### src/rtl/branch_predictor_pkg.sv
// Shared definitions for the branch predictor: indexing modes, counter
// constants and a constant log2 helper used to size index fields.
package branch_predictor_pkg;

    localparam int BP_BIMODAL = 0;
    localparam int BP_GSHARE  = 1;

    // Smallest n with 2**n >= value; used only on power-of-two depths.
    function automatic int bp_log2(input int value);
        int result;
        result = 0;
        for (int i = 0; i < 31; i++) begin
            if ((1 << i) < value) begin
                result = i + 1;
            end
        end
        return result;
    endfunction

    // Saturation ceiling of a width-bit counter (strongly taken).
    function automatic int bp_cnt_max(input int width);
        return (1 << width) - 1;
    endfunction

    // Reset value of a width-bit counter (weakly not-taken).
    function automatic int bp_cnt_rst(input int width);
        return (1 << (width - 1)) - 1;
    endfunction

endpackage

### src/rtl/bp_btb.sv
// Direct-mapped tagged branch target buffer. Read is combinational from the
// stored arrays; writes land on the rising edge and overwrite whatever entry
// occupies the slot. Only the valid bits are reset; tag/target/uncond are
// qualified by valid and so need no reset.
module bp_btb
    import branch_predictor_pkg::*;
#(
    parameter int XLEN    = 32,
    parameter int ENTRIES = 16
) (
    input  logic            clk,
    input  logic            reset,
    input  logic [XLEN-1:0] rd_pc,
    output logic            rd_hit,
    output logic            rd_uncond,
    output logic [XLEN-1:0] rd_target,
    input  logic            wr_en,
    input  logic [XLEN-1:0] wr_pc,
    input  logic [XLEN-1:0] wr_target,
    input  logic            wr_uncond
);

    localparam int IDX_W = bp_log2(ENTRIES);
    localparam int TAG_W = XLEN - IDX_W - 2;

    logic [ENTRIES-1:0] valid_q;
    logic [ENTRIES-1:0] uncond_q;
    logic [TAG_W-1:0]   tag_q    [ENTRIES];
    logic [XLEN-1:0]    target_q [ENTRIES];

    logic [IDX_W-1:0] rd_idx;
    logic [IDX_W-1:0] wr_idx;
    logic [TAG_W-1:0] rd_tag;
    logic [TAG_W-1:0] wr_tag;

    assign rd_idx = rd_pc[IDX_W+1:2];
    assign rd_tag = rd_pc[XLEN-1:IDX_W+2];
    assign wr_idx = wr_pc[IDX_W+1:2];
    assign wr_tag = wr_pc[XLEN-1:IDX_W+2];

    assign rd_hit    = valid_q[rd_idx] && (tag_q[rd_idx] == rd_tag);
    assign rd_uncond = uncond_q[rd_idx];
    assign rd_target = target_q[rd_idx];

    // Valid bits: cleared asynchronously, set when an entry is allocated.
    always_ff @(posedge clk or negedge reset) begin
        if (!reset) begin
            valid_q <= '0;
        end else if (wr_en) begin
            valid_q[wr_idx] <= 1'b1;
        end
    end

    // Entry payload: written alongside the valid bit, never reset.
    always_ff @(posedge clk) begin
        if (wr_en) begin
            tag_q[wr_idx]    <= wr_tag;
            target_q[wr_idx] <= wr_target;
            uncond_q[wr_idx] <= wr_uncond;
        end
    end

endmodule

### src/rtl/branch_predictor.sv
// Dynamic branch predictor for the RV32I fetch stage: zero-latency lookup of
// the fetch PC against a tagged BTB and a saturating-counter table (bimodal or
// gshare indexed), trained by resolved control-flow instructions from EX.
// Lookups always see pre-update state; there is no write-to-read bypass.
module branch_predictor
    import branch_predictor_pkg::*;
#(
    parameter int  XLEN        = 32,
    parameter int  BTB_ENTRIES = 16,
    parameter int  BHT_ENTRIES = 64,
    parameter int  CNT_W       = 2,
    parameter int  MODE        = BP_BIMODAL,
    localparam int BHT_BITS    = bp_log2(BHT_ENTRIES)
) (
    input  logic                clk,
    input  logic                reset,
    input  logic [XLEN-1:0]     pred_pc,
    output logic                pred_taken,
    output logic [XLEN-1:0]     pred_target,
    output logic [BHT_BITS-1:0] pred_index,
    input  logic                upd_valid,
    input  logic                upd_uncond,
    input  logic [XLEN-1:0]     upd_pc,
    input  logic [BHT_BITS-1:0] upd_index,
    input  logic                upd_taken,
    input  logic [XLEN-1:0]     upd_target,
    input  logic                upd_mispredict,
    output logic [31:0]         cnt_branches,
    output logic [31:0]         cnt_mispredicts
);

    localparam logic [CNT_W-1:0] CNT_MAX = CNT_W'(bp_cnt_max(CNT_W));
    localparam logic [CNT_W-1:0] CNT_RST = CNT_W'(bp_cnt_rst(CNT_W));

    logic [CNT_W-1:0]    cnt_q [BHT_ENTRIES];
    logic [BHT_BITS-1:0] ghr_q;
    logic [31:0]         branches_q;
    logic [31:0]         mispredicts_q;

    logic [BHT_BITS-1:0] hist_mix;
    logic [BHT_BITS-1:0] bht_idx;
    logic                btb_hit;
    logic                btb_uncond;
    logic [XLEN-1:0]     btb_target;
    logic [CNT_W-1:0]    cnt_cur;
    logic [CNT_W-1:0]    cnt_nxt;

    bp_btb #(
        .XLEN    (XLEN),
        .ENTRIES (BTB_ENTRIES)
    ) u_btb (
        .clk       (clk),
        .reset     (reset),
        .rd_pc     (pred_pc),
        .rd_hit    (btb_hit),
        .rd_uncond (btb_uncond),
        .rd_target (btb_target),
        .wr_en     (upd_valid && upd_taken),
        .wr_pc     (upd_pc),
        .wr_target (upd_target),
        .wr_uncond (upd_uncond)
    );

    // Bimodal ignores history; gshare folds the global history into the index.
    assign hist_mix = (MODE == BP_GSHARE) ? ghr_q : '0;
    assign bht_idx  = pred_pc[BHT_BITS+1:2] ^ hist_mix;

    assign pred_index  = bht_idx;
    assign pred_taken  = btb_hit && (btb_uncond || cnt_q[bht_idx][CNT_W-1]);
    assign pred_target = btb_hit ? btb_target : (pred_pc + XLEN'(4));

    assign cnt_branches    = branches_q;
    assign cnt_mispredicts = mispredicts_q;

    // Next value of the trained counter: jumps pin it strong, branches saturate.
    always_comb begin
        cnt_cur = cnt_q[upd_index];
        cnt_nxt = cnt_cur;
        if (upd_uncond) begin
            cnt_nxt = CNT_MAX;
        end else if (upd_taken) begin
            if (cnt_cur != CNT_MAX) begin
                cnt_nxt = cnt_cur + CNT_W'(1);
            end
        end else if (cnt_cur != '0) begin
            cnt_nxt = cnt_cur - CNT_W'(1);
        end
    end

    // Pattern table: reset weakly not-taken, train the entry captured at fetch.
    always_ff @(posedge clk or negedge reset) begin
        if (!reset) begin
            for (int i = 0; i < BHT_ENTRIES; i++) begin
                cnt_q[i] <= CNT_RST;
            end
        end else if (upd_valid) begin
            cnt_q[upd_index] <= cnt_nxt;
        end
    end

    // Global history: conditional outcomes only, newest in the LSB.
    always_ff @(posedge clk or negedge reset) begin
        if (!reset) begin
            ghr_q <= '0;
        end else if (upd_valid && !upd_uncond && (MODE == BP_GSHARE)) begin
            ghr_q <= BHT_BITS'({ghr_q, upd_taken});
        end
    end

    // Performance counters, saturating at all-ones.
    always_ff @(posedge clk or negedge reset) begin
        if (!reset) begin
            branches_q    <= '0;
            mispredicts_q <= '0;
        end else if (upd_valid) begin
            if (branches_q != '1) begin
                branches_q <= branches_q + 32'd1;
            end
            if (upd_mispredict && (mispredicts_q != '1)) begin
                mispredicts_q <= mispredicts_q + 32'd1;
            end
        end
    end

endmodule
### config.mk
export PLATFORM = sky130hd
export DESIGN_NAME = branch_predictor
export DESIGN_NICKNAME = d
export VERILOG_FILES = /design/src/rtl/branch_predictor_pkg.sv /design/src/rtl/bp_btb.sv /design/src/rtl/branch_predictor.sv
export SDC_FILE = /design/constraint.sdc
export NUM_CORES = 1
export LEC_CHECK = 0
export ABC_AREA = 0
export CORE_ASPECT_RATIO = 0.75
export CORE_UTILIZATION = 40
export DETAILED_ROUTE_END_ITERATION = 12
export REMOVE_ABC_BUFFERS = 1
export SYNTH_ARGS = -nofsm -noshare
export SYNTH_HDL_FRONTEND = slang
export SYNTH_SLANG_ARGS = --single-unit
### constraint.sdc
create_clock -name clk -period 5.2 [get_ports clk]
set_clock_uncertainty 0.05 [all_clocks]
set_input_delay 1.04 -clock clk [delete_from_list [all_inputs] [get_ports clk]]
set_output_delay 1.04 -clock clk [all_outputs]
set_load 0.02 [all_outputs]
* Word-level counts from Yosys, hierarchy flattened
Memories as Yosys holds them, arrays and structs flattened.
Index checks and enable logic that the tools add are counted.
** Word-level totals
- Register bits after elaboration :: 224
- Memory bits (writable) :: 928
- Bits of input ports :: 108
- Output and inout port bits :: 103
- Word-level logic and storage cells :: 121
- Memories :: 2
** Memory list
- u_btb.target_q :: depth 16, width 32, read ports 1, clocked after Yosys merged registers in 0, wr ports 1, RTL line bp_btb.sv:29 : logic [XLEN-1:0] target_q [ENTRIES];
- u_btb.tag_q :: depth 16, width 26, read ports 1, clocked after Yosys merged registers in 0, wr ports 1, RTL line bp_btb.sv:28 : logic [TAG_W-1:0] tag_q [ENTRIES];
** Operators by class
- Add/sub/neg operators :: 5
- Magnitude comparators :: 6
- Eq/ne operators :: 4
- Multiplexer cells :: 23
- Bitwise logic cells :: 3
- Reductions and logical operators :: 10
** Operators with widths (count)
- $bwmux 128 :: 1
- $add 32x1->32 const B :: 2
- $ne 32x32->1 const B :: 2
- $add 32x3->32 const B :: 1
- $mux 32 :: 1
- $eq 26x26->1 :: 1
- $bmux 2 s6 :: 2
- $mux 2 :: 9
- $bwmux 16 :: 1
- $or 16x16->16 :: 1
- $ge 7x7->1 const B :: 2
- $not 6->7 :: 2
- $demux 2 s6 :: 1
- $lt 4x5->1 const B :: 2
- $bmux 1 s4 :: 2
- $lt 7x1->1 const B :: 1
- $logic_and 1x1->1 :: 6
- $mux 1 :: 5
- $demux 1 s4 :: 1
- $ge 4x1->1 const B :: 1
- $reduce_and 2->1 :: 2
- $add 2x1->2 const B :: 1
- $ne 2x2->1 const B :: 1
- $reduce_bool 2->1 :: 1
- other kinds (2) :: 2

* Longest topological paths before layout
Gate-level depths: netlist of the first run.
- Depth after elaboration :: 9
- Depth in mapped cells :: 14
- Gate-level depth less buffers :: 9

* Modules after synthesis
Synthesis of the first run repeated with hierarchy kept, for this count alone.
** Unflattened totals
- Cells, all modules :: 2844
- Area, all modules :: 48921.9 µm²
** By module, submodules not included
- bp_btb :: times used 1, cells each 1598, area each 37095.6 µm²
- branch_predictor :: times used 1, cells each 1246, area each 11826.3 µm²

* Worst setup path before layout of the first run
OpenSTA, ideal clock, no wires.
- Path kind :: input to register
- From :: input port upd_valid
- To :: register u_btb.valid_q[3]
- Library setup time :: 0.090 ns
- Data arrival time :: 6.050 ns
- Required time :: 5.060 ns
- Path slack :: -0.989 ns
- Stages :: 4
- Buffers on the path :: 1
- Cells stage by stage :: clkbuf_1 -> nand4_1 -> nor3_1 -> or2_2
** On the way
- Cells in the longest elaborated chain, start to end :: 1
** Ends and longest elaborated chain
- start: declaration :: RTL line branch_predictor.sv:21 : input logic upd_valid,
- $logic_and 1x1->1 :: RTL line branch_predictor.sv:58 : .wr_en (upd_valid && upd_taken),
- end signal: assignment :: RTL line bp_btb.sv:48 : valid_q <= '0;
- end signal: indexed assignment :: RTL line bp_btb.sv:50 : valid_q[wr_idx] <= 1'b1;
- end: declaration :: RTL line bp_btb.sv:26 : logic [ENTRIES-1:0] valid_q;
No other way between the ends.
A chain may end at the register's enable or synchronous reset.

* Final worst setup path of the first run
- From :: input port pred_pc[3]
- To :: output port pred_target[16]
** On the way
- Cells in the longest elaborated chain, start to end :: 4
- Elaborated cells on any way between the ends :: 8
- Those cells by class :: add/sub: 1; eq/ne: 1; mux: 3; reduce/logical: 1; memory: 2
** Ends and longest elaborated chain
- start: declaration :: RTL line branch_predictor.sv:17 : input logic [XLEN-1:0] pred_pc,
- $mem_v2 16x26 / $bmux 1 s4 (equally long branches)
- $eq 26x26->1 / $mux 1 (equally long branches) :: RTL line bp_btb.sv:41 : assign rd_hit = valid_q[rd_idx] && (tag_q[rd_idx] == rd_tag);
- $logic_and 1x1->1 :: RTL line bp_btb.sv:41
- $mux 32 * :: RTL line branch_predictor.sv:70 : assign pred_target = btb_hit ? btb_target : (pred_pc + XLEN'(4));
- end: declaration :: RTL line branch_predictor.sv:19 : output logic [XLEN-1:0] pred_target,
Mark *: on every way between the ends. The rest lies on a longest branch, timed or not. The select of a mux whose other input is x is not followed.

==> reports/qor.yml, run 1 <==
clocking:
  cts_buffer_depth: 3
  cts_tree: "done"
  cts.htree.levels: 3
  clk_pin_slew_ns: 0.06
  clk-insertion-delay-late_ns: 0.73
  ctsRootBufferMaster: "clkbuf_16"
  numCtsBuffers: 113
  cts_sinks: 1152
power:
  p_int_mw: 16.2
  comb_power_share_pct: 9.8
  power_leakage_nw: 19.8
  p_per_area_mw_per_mm2: 365
  p_sw_mw: 4.88
  clockPowerShare_pct: 39.5
  switching_share_pct: 23.2
  p_seq_share_pct: 50.7
  ir_drop_mv: 0.326
  power_mw: 21.1
setup_path:
  ff2ff_setup_slack_ns: 1.96
  critPathRequiredTime_ns: 4.11
  crit_arrival_ns: 4.58
  r2r_end: "cnt_q[33]$_DFFE_PN0P_"
  path_class: "in2out"
  cp_max_fo: 8
  reg2reg_from: "cnt_q[69]$_DFFE_PN0P_"
  cp-end-kind: "output port"
  critPathLaunchType: "primary input"
  worstRegToRegCells: 9
yosys:
  postSynthCellCount: 2618
  yosysTopAreaCellShare_pct: 59.8
  synth_edf_count: 944
  yosys.area.top_type: "edfxtp_1"
  synthTopCellsByArea: "edfxtp_1, mux4_2, dfrtp_1"
  ys.warnings.count: 0
  avgSynthCellArea_um2: 18.1
  synthDistinctLibCells: 73
  synth_top_flop_cell: "edfxtp_1"
  seq_area_frac_synth_pct: 70.9
  synth-seq-cells: 1152
  netlist_area_mm2: 0.0474
  async_flop_share_pct: 18.1
floorplan:
  row_count: 108
  core_area_mm2: 0.117
  io_pins: 211
  die-area_mm2: 0.120
  start_util_pct: 40.7
  die_h_um: 300
  fp.dieW_um: 400
timing:
  achievable-frequency_mhz: 176
  finalCriticalPeriod_ns: 5.67
  drv_slew: 0
  setup_viol: 33
  grt_setup_unrepaired: "true"
  finalWorstSetupSlack_ns: -0.472
  hold_viol_final: 0
  timing.final.crit_share_pct: 109
  slew_headroom_pct: 31.7
  max_slew.worst_pin.slew_ns: 1.02
layout:
  final_cells: 4735
  syn_to_final_growth_pct: 21.5
  fillers: 9406
  post_route_cells_drive_above_1_share_pct: 29.9
  nets: 3203
run_status:
  violations: "setup timing"
  status: "finished, violations left"
drt:
  final_antenna_net_count: 0
  first_pass_iters: 7
  vias: 26824
  routed_wl_um: 132000
  routedWlPerCell_um: 27.8
  dr.first_iter.drc_count: 2719
  drc: 0
  via_per_inst: 5.67
placement:
  portBuffers: 208
  hpwl_um: 80200
  gp_congestion: 0.877
  placed_cells: 4477
global_route:
  grt_usage_pct: 22.0
  grt_max_degree: 117
  grt_pass1_vias: 27213
  grt_overflow: 0
  antenna_found_initial: 14
  grt_pass1_wl_um: 190000
worst_hold_path:
  hp-class: "in2async"
flow_run:
  drv_cap: 0
[timing repair]
action / CTS / global route
hold buffers: 0 / 0
cloned: 4 / 2
endpoints found under the setup margin: 33 / 33
pin swaps: 5 / 9
resized for setup: 104 / 123
buffers inserted: 18 / 18
[synth_stat cells (35+ instances only)]
library cell	instances
mux4_2	283
mux2i_1	70
dfstp_2	64
dfrtp_1	144
nand3_1	52
nand2_1	85
nor2_1	258
clkbuf_1	47
edfxtp_1	944
xor2_1	35
xnor2_1	75
a21oi_1	144
buf_2	43
[worst max path at each step]
stage | start | to | slack (ns) | depth (start not counted)
5_1_grt | pred_pc[2] | pred_target[14] | -0.51 | 18
6_report | pred_pc[3] | pred_target[16] | -0.47 | 14
4_1_cts | pred_pc[2] | pred_target[19] | -0.43 | 15
2_1_floorplan | pred_pc[5] | pred_target[2] | -1.34 | 8
3_5_place_dp | pred_pc[2] | pred_target[1] | -1.09 | 13
3_3_place_gp | pred_pc[2] | pred_target[1] | -1.11 | 13
[area by class of cell]
cell class	instances	area, um2	share of cell area [%]
Clock inverter	68	706	1.22
Clock buffer	144	3070	5.32
Timing Repair Buffer	489	4940	8.58
Tap cell	1540	1930	3.34
Multi-Input combinational cell	1319	13300	23.0
Antenna cell	6	15.0	0.0261
Inverter	17	66.3	0.115
Sequential cell	1152	33600	58.4
[per-layer routing]
metal | part of all wire [%] | GRT usage (%) | up-vias | wire (um)
li1 | - | - | 11406 | -
met1 | 43 | 31.7 | 14172 | 57100
met4 | 2.2 | 5.82 | 20 | 2940
met5 | 0.093 | 0 | - | 122
met3 | 7.7 | 5.13 | 184 | 10200
met2 | 47 | 33.7 | 1042 | 61500
[cell usage in the layout (no fill, tap or decap), types with 23 or more instances in the layout]
cell type        instances
clkdlybuf4s50_1        167
clkinv_2                26
buf_12                  38
buf_6                   39
mux2i_1                 68
nand3_1                 52
clkbuf_16              117
a21oi_1                142
nor2_1                 243
mux2_4                  31
xor2_1                  34
mux4_2                 283
nand4_1                 23
dfstp_2                 64
edfxtp_1               944
nand2_1                 84
and3_1                  26
xnor2_1                 73
buf_4                  225
dfrtp_1                144
[power by group through the flow]
stage,sequential [mW],clock (mW),combinational [mW]
4_1_cts,10.7,8.47,2.04
6_report,10.7,8.31,2.07
2_1_floorplan,10.8,0,0.953
5_1_grt,10.7,8.83,2.21
3_3_place_gp,10.8,0,1.96
3_5_place_dp,10.9,0,2.01
[state kept, by name (all words and copies together), names as in the netlist]
register	cells
u_btb.target_q	512
u_btb.tag_q	416
cnt_q	128
cnt_mispredicts	32
u_btb.uncond_q	16
u_btb.valid_q	16
cnt_branches	32
[through the flow]
stage	TNS (ns)	hold slack (ns)	setup slack, ns	cell area, um2	util (%)
after detailed placement	-34.00	0.399	-1.09	53100	45.5
after CTS	-11.01	0.386	-0.427	57300	49.1
after global routing	-14.67	0.427	-0.515	57600	49.4
after global placement	-34.13	0.396	-1.11	53100	45.5
after floorplan	-222.24	0.384	-1.34	46700	-
final	-13.09	0.352	-0.472	57600	49.4
[logic make-up (layout without fill, tap and decap cells)]
logic type / after synthesis / after routing / share of synthesized area (%)
muxes: 403 / 403 / 16.5
AOI/OAI and AO/OA: 258 / 258 / 3.44
buffers and inverters: 147 / 718 / 1.59
xor gates and xnor gates: 110 / 110 / 2.03
other: 0 / 6 / 0
adders and majority gates: 5 / 5 / 0.121
and+or+nand+nor: 543 / 543 / 5.35
DFF: 1152 / 1152 / 70.9
[critical path, stage by stage]
cell and delay, ns:
buf_16 0.12, buf_16 0.16, buf_12 0.12, mux4_2 0.48, mux4_2 0.55, xor2_2 0.19, a2111oi_4 0.35, nand4_2 0.17
nor4_4 0.37, buf_6 0.23, buf_6 0.12, buf_12 0.17, mux2_4 0.33, buf_6 0.13
(Power assumes the default switching activity.)
==> inputs of run 2 (changes only) <==
- CORE_MARGIN: default -> 1.5
==> run 2 against run 1 <==
- the flow still finishes with violations (setup timing)
- routed wire length decreased by 0.12%
- sequential power is essentially flat
- total power increased by 0.33%
- register-to-register slack better by 0.07 ns
- clock power rose by 0.8%
- setup slack better by 0.092 ns
- critical path depth shrank 1
- die area grew 0.58%
- critical path type unchanged
- largest power group unchanged
==> reports/qor.yml, run 2 (synthesis results as in run 1) <==
run_status:
  status: "finished, violations left"
  violations: "setup timing"
floorplan:
  start_util_pct: 40.3  # -0.37 points
  die_h_um: 301  # +0.33%
  row_count: 109  # +0.93%
  die-area_mm2: 0.121  # +0.58%
  io_pins: 211  # unchanged
  fp.dieW_um: 401  # +0.25%
  core_area_mm2: 0.118  # +0.93%
timing:
  hold_slack_ns: 0.394  # +0.0419 ns
  grt_setup_unrepaired: "true"
  hold_viol_final: 0  # unchanged
  finalWorstSetupSlack_ns: -0.381  # +0.0917 ns
  achievable-frequency_mhz: 179  # +1.6%
  slew_headroom_pct: 35.4  # +3.7 points
  tns_ns: -10.52  # +2.57 ns
  setup_viol: 33  # unchanged
  max_slew.worst_pin.slew_ns: 0.969  # -0.0524 ns
  finalCriticalPeriod_ns: 5.58  # -0.0917 ns
  drv_slew: 0  # unchanged
  timing.final.crit_share_pct: 107  # -1.8 points
drt:
  vias: 27060  # +0.88%
  routedWlPerCell_um: 27.7  # -0.40%
  via_per_inst: 5.70  # +0.60%
  final_antenna_net_count: 0  # unchanged
  routed_wl_um: 132000  # -0.12%
  first_pass_iters: 5  # -2
  drc: 0  # unchanged
  dr.first_iter.drc_count: 2726  # +0.26%
layout:
  multi_input_area_mm2: 0.0133  # -0.19%
  seqCellArea_mm2: 0.0336  # unchanged
  syn_to_final_growth_pct: 21.0
  nets: 3200  # -0.094%
  fillers: 9595  # +2.0%
  largest_register_ffs: 512  # unchanged
  fin_area_mm2: 0.0574  # -0.40%
  final_common_cell: "edfxtp_1"
  post_route_cells_drive_above_1_share_pct: 29.5  # -0.33 points
  largest-register: "u_btb.target_q"
  final_core_utilization_pct: 48.8  # -0.65 points
  final_cell_mix: "edfxtp_1, mux4_2, nor2_1"
  top_regs: "u_btb.target_q (512), u_btb.tag_q (416), cnt_q (128)"
placement:
  hpwl_um: 79300  # -1.1%
  place_area_mm2: 0.0531  # about the same
  gp_congestion: 0.894  # +1.8%
  dp_slack_ns: -1.20  # -0.110 ns
  portBuffers: 208  # unchanged
setup_path:
  path_class: "in2out"
  critPathLaunchType: "primary input"
  critPathRequiredTime_ns: 4.11  # about the same
  cp_max_fo: 12  # +4
  cp-end-kind: "output port"
  worstRegToRegCells: 9  # unchanged
  crit_arrival_ns: 4.49  # -0.09 ns
global_route:
  antenna_found_initial: 15  # +1
  grt_max_degree: 116  # -0.85%
  grt_pass1_wl_um: 191000  # +0.44%
  grt_pass1_vias: 27408  # +0.72%
  grt_usage_pct: 21.7  # -0.33 points
  grt_overflow: 0  # unchanged
clocking:
  ctsRootBufferMaster: "clkbuf_16"
  numCtsBuffers: 112  # -0.88%
  clk_pin_slew_ns: 0.06  # about the same
  cts_tree: "done"
  cts_hold_buf: 0  # unchanged
  cts.htree.levels: 3  # unchanged
  clk-insertion-delay-late_ns: 0.72  # about the same
  cts_sinks: 1152  # unchanged
  cts_buffer_depth: 3  # unchanged
power:
  power_leakage_nw: 19.7  # -0.54%
  p_per_area_mw_per_mm2: 368  # +0.73%
  ir_drop_mv: 0.272  # -16%
flow_run:
  drv_cap: 0  # unchanged
worst_hold_path:
  hp-class: "in2async"
run 2: cell types whose count changed in the layout (fill, tap and decap cells not counted), sizes merged:
cell,change
buf,+2
bufbuf,-1
bufinv,+3
clkbuf,+2
clkinv,-9
clkinvlp,-1
diode,+1
inv,+2
run 2: metrics by stage:
stage	std cells	total power [mW]
2_1_floorplan	2488	11.8
3_3_place_gp	4505	12.8
3_5_place_dp	4505	12.9
4_1_cts	4738	21.3
5_1_grt	4745	21.8
6_report	4748	21.1
run 2: layer usage:
layer / global-route usage, % / vias up / routed length, um
li1: - / 11395 / -
met4: 6.14 / 14 / 3260
met1: 31.4 / 14358 / 56900
met2: 33.9 / 1096 / 61800
met3: 3.84 / 197 / 9670
met5: 0 / - / 85
run 2: what timing repair did:
item                       4_1_cts  5_1_grt
pin swaps                        8        4
setup buffers                   17        3
cloned                           4        1
resized for setup              201       28
setup endpoints to repair       33       33
run 2: power breakdown:
part	switching, mW	internal, mW	total, mW
logic	1.10	0.970	2.07
clock network	3.52	4.86	8.38
registers	0.250	10.4	10.7
total	4.87	16.3	21.1
run 2: worst max-delay path, stage by stage:
cell and delay, ns:
buf_16 0.15, buf_16 0.17, mux4_2 0.53, mux4_2 0.49
xor2_1 0.18, a2111oi_4 0.49, nand4_2 0.19, nor4_4 0.18
buf_6 0.21, buf_16 0.18, buf_6 0.12, mux2_4 0.33
buf_6 0.14
run 2: layout make-up:
cell class | count | share of cell area (%)
Antenna cell | 7 | 0.0305
Clock buffer | 149 | 5.28
Clock inverter | 63 | 1.34
Inverter | 17 | 0.116
Multi-Input combinational cell | 1319 | 23.1
Sequential cell | 1152 | 58.6
Tap cell | 1554 | 3.39
Timing Repair Buffer | 487 | 8.17
run 2: final timing paths:
check | startpoint | to | slack, ns
max in group asynchronous | reset | cnt_q[40]$_DFFE_PN1P_ | 3.59
worst max-delay path | pred_pc[3] | pred_target[9] | -0.38
min in group clk | u_btb.valid_q[1]$_DFFE_PN0P_ | u_btb.valid_q[1]$_DFFE_PN0P_ | 0.41
worst max register to register | cnt_q[69]$_DFFE_PN0P_ | cnt_q[40]$_DFFE_PN1P_ | 2.03
worst min-delay path | reset | cnt_mispredicts[30]$_DFFE_PN0P_ | 0.39
worst min register to register | u_btb.valid_q[1]$_DFFE_PN0P_ | u_btb.valid_q[1]$_DFFE_PN0P_ | 0.41
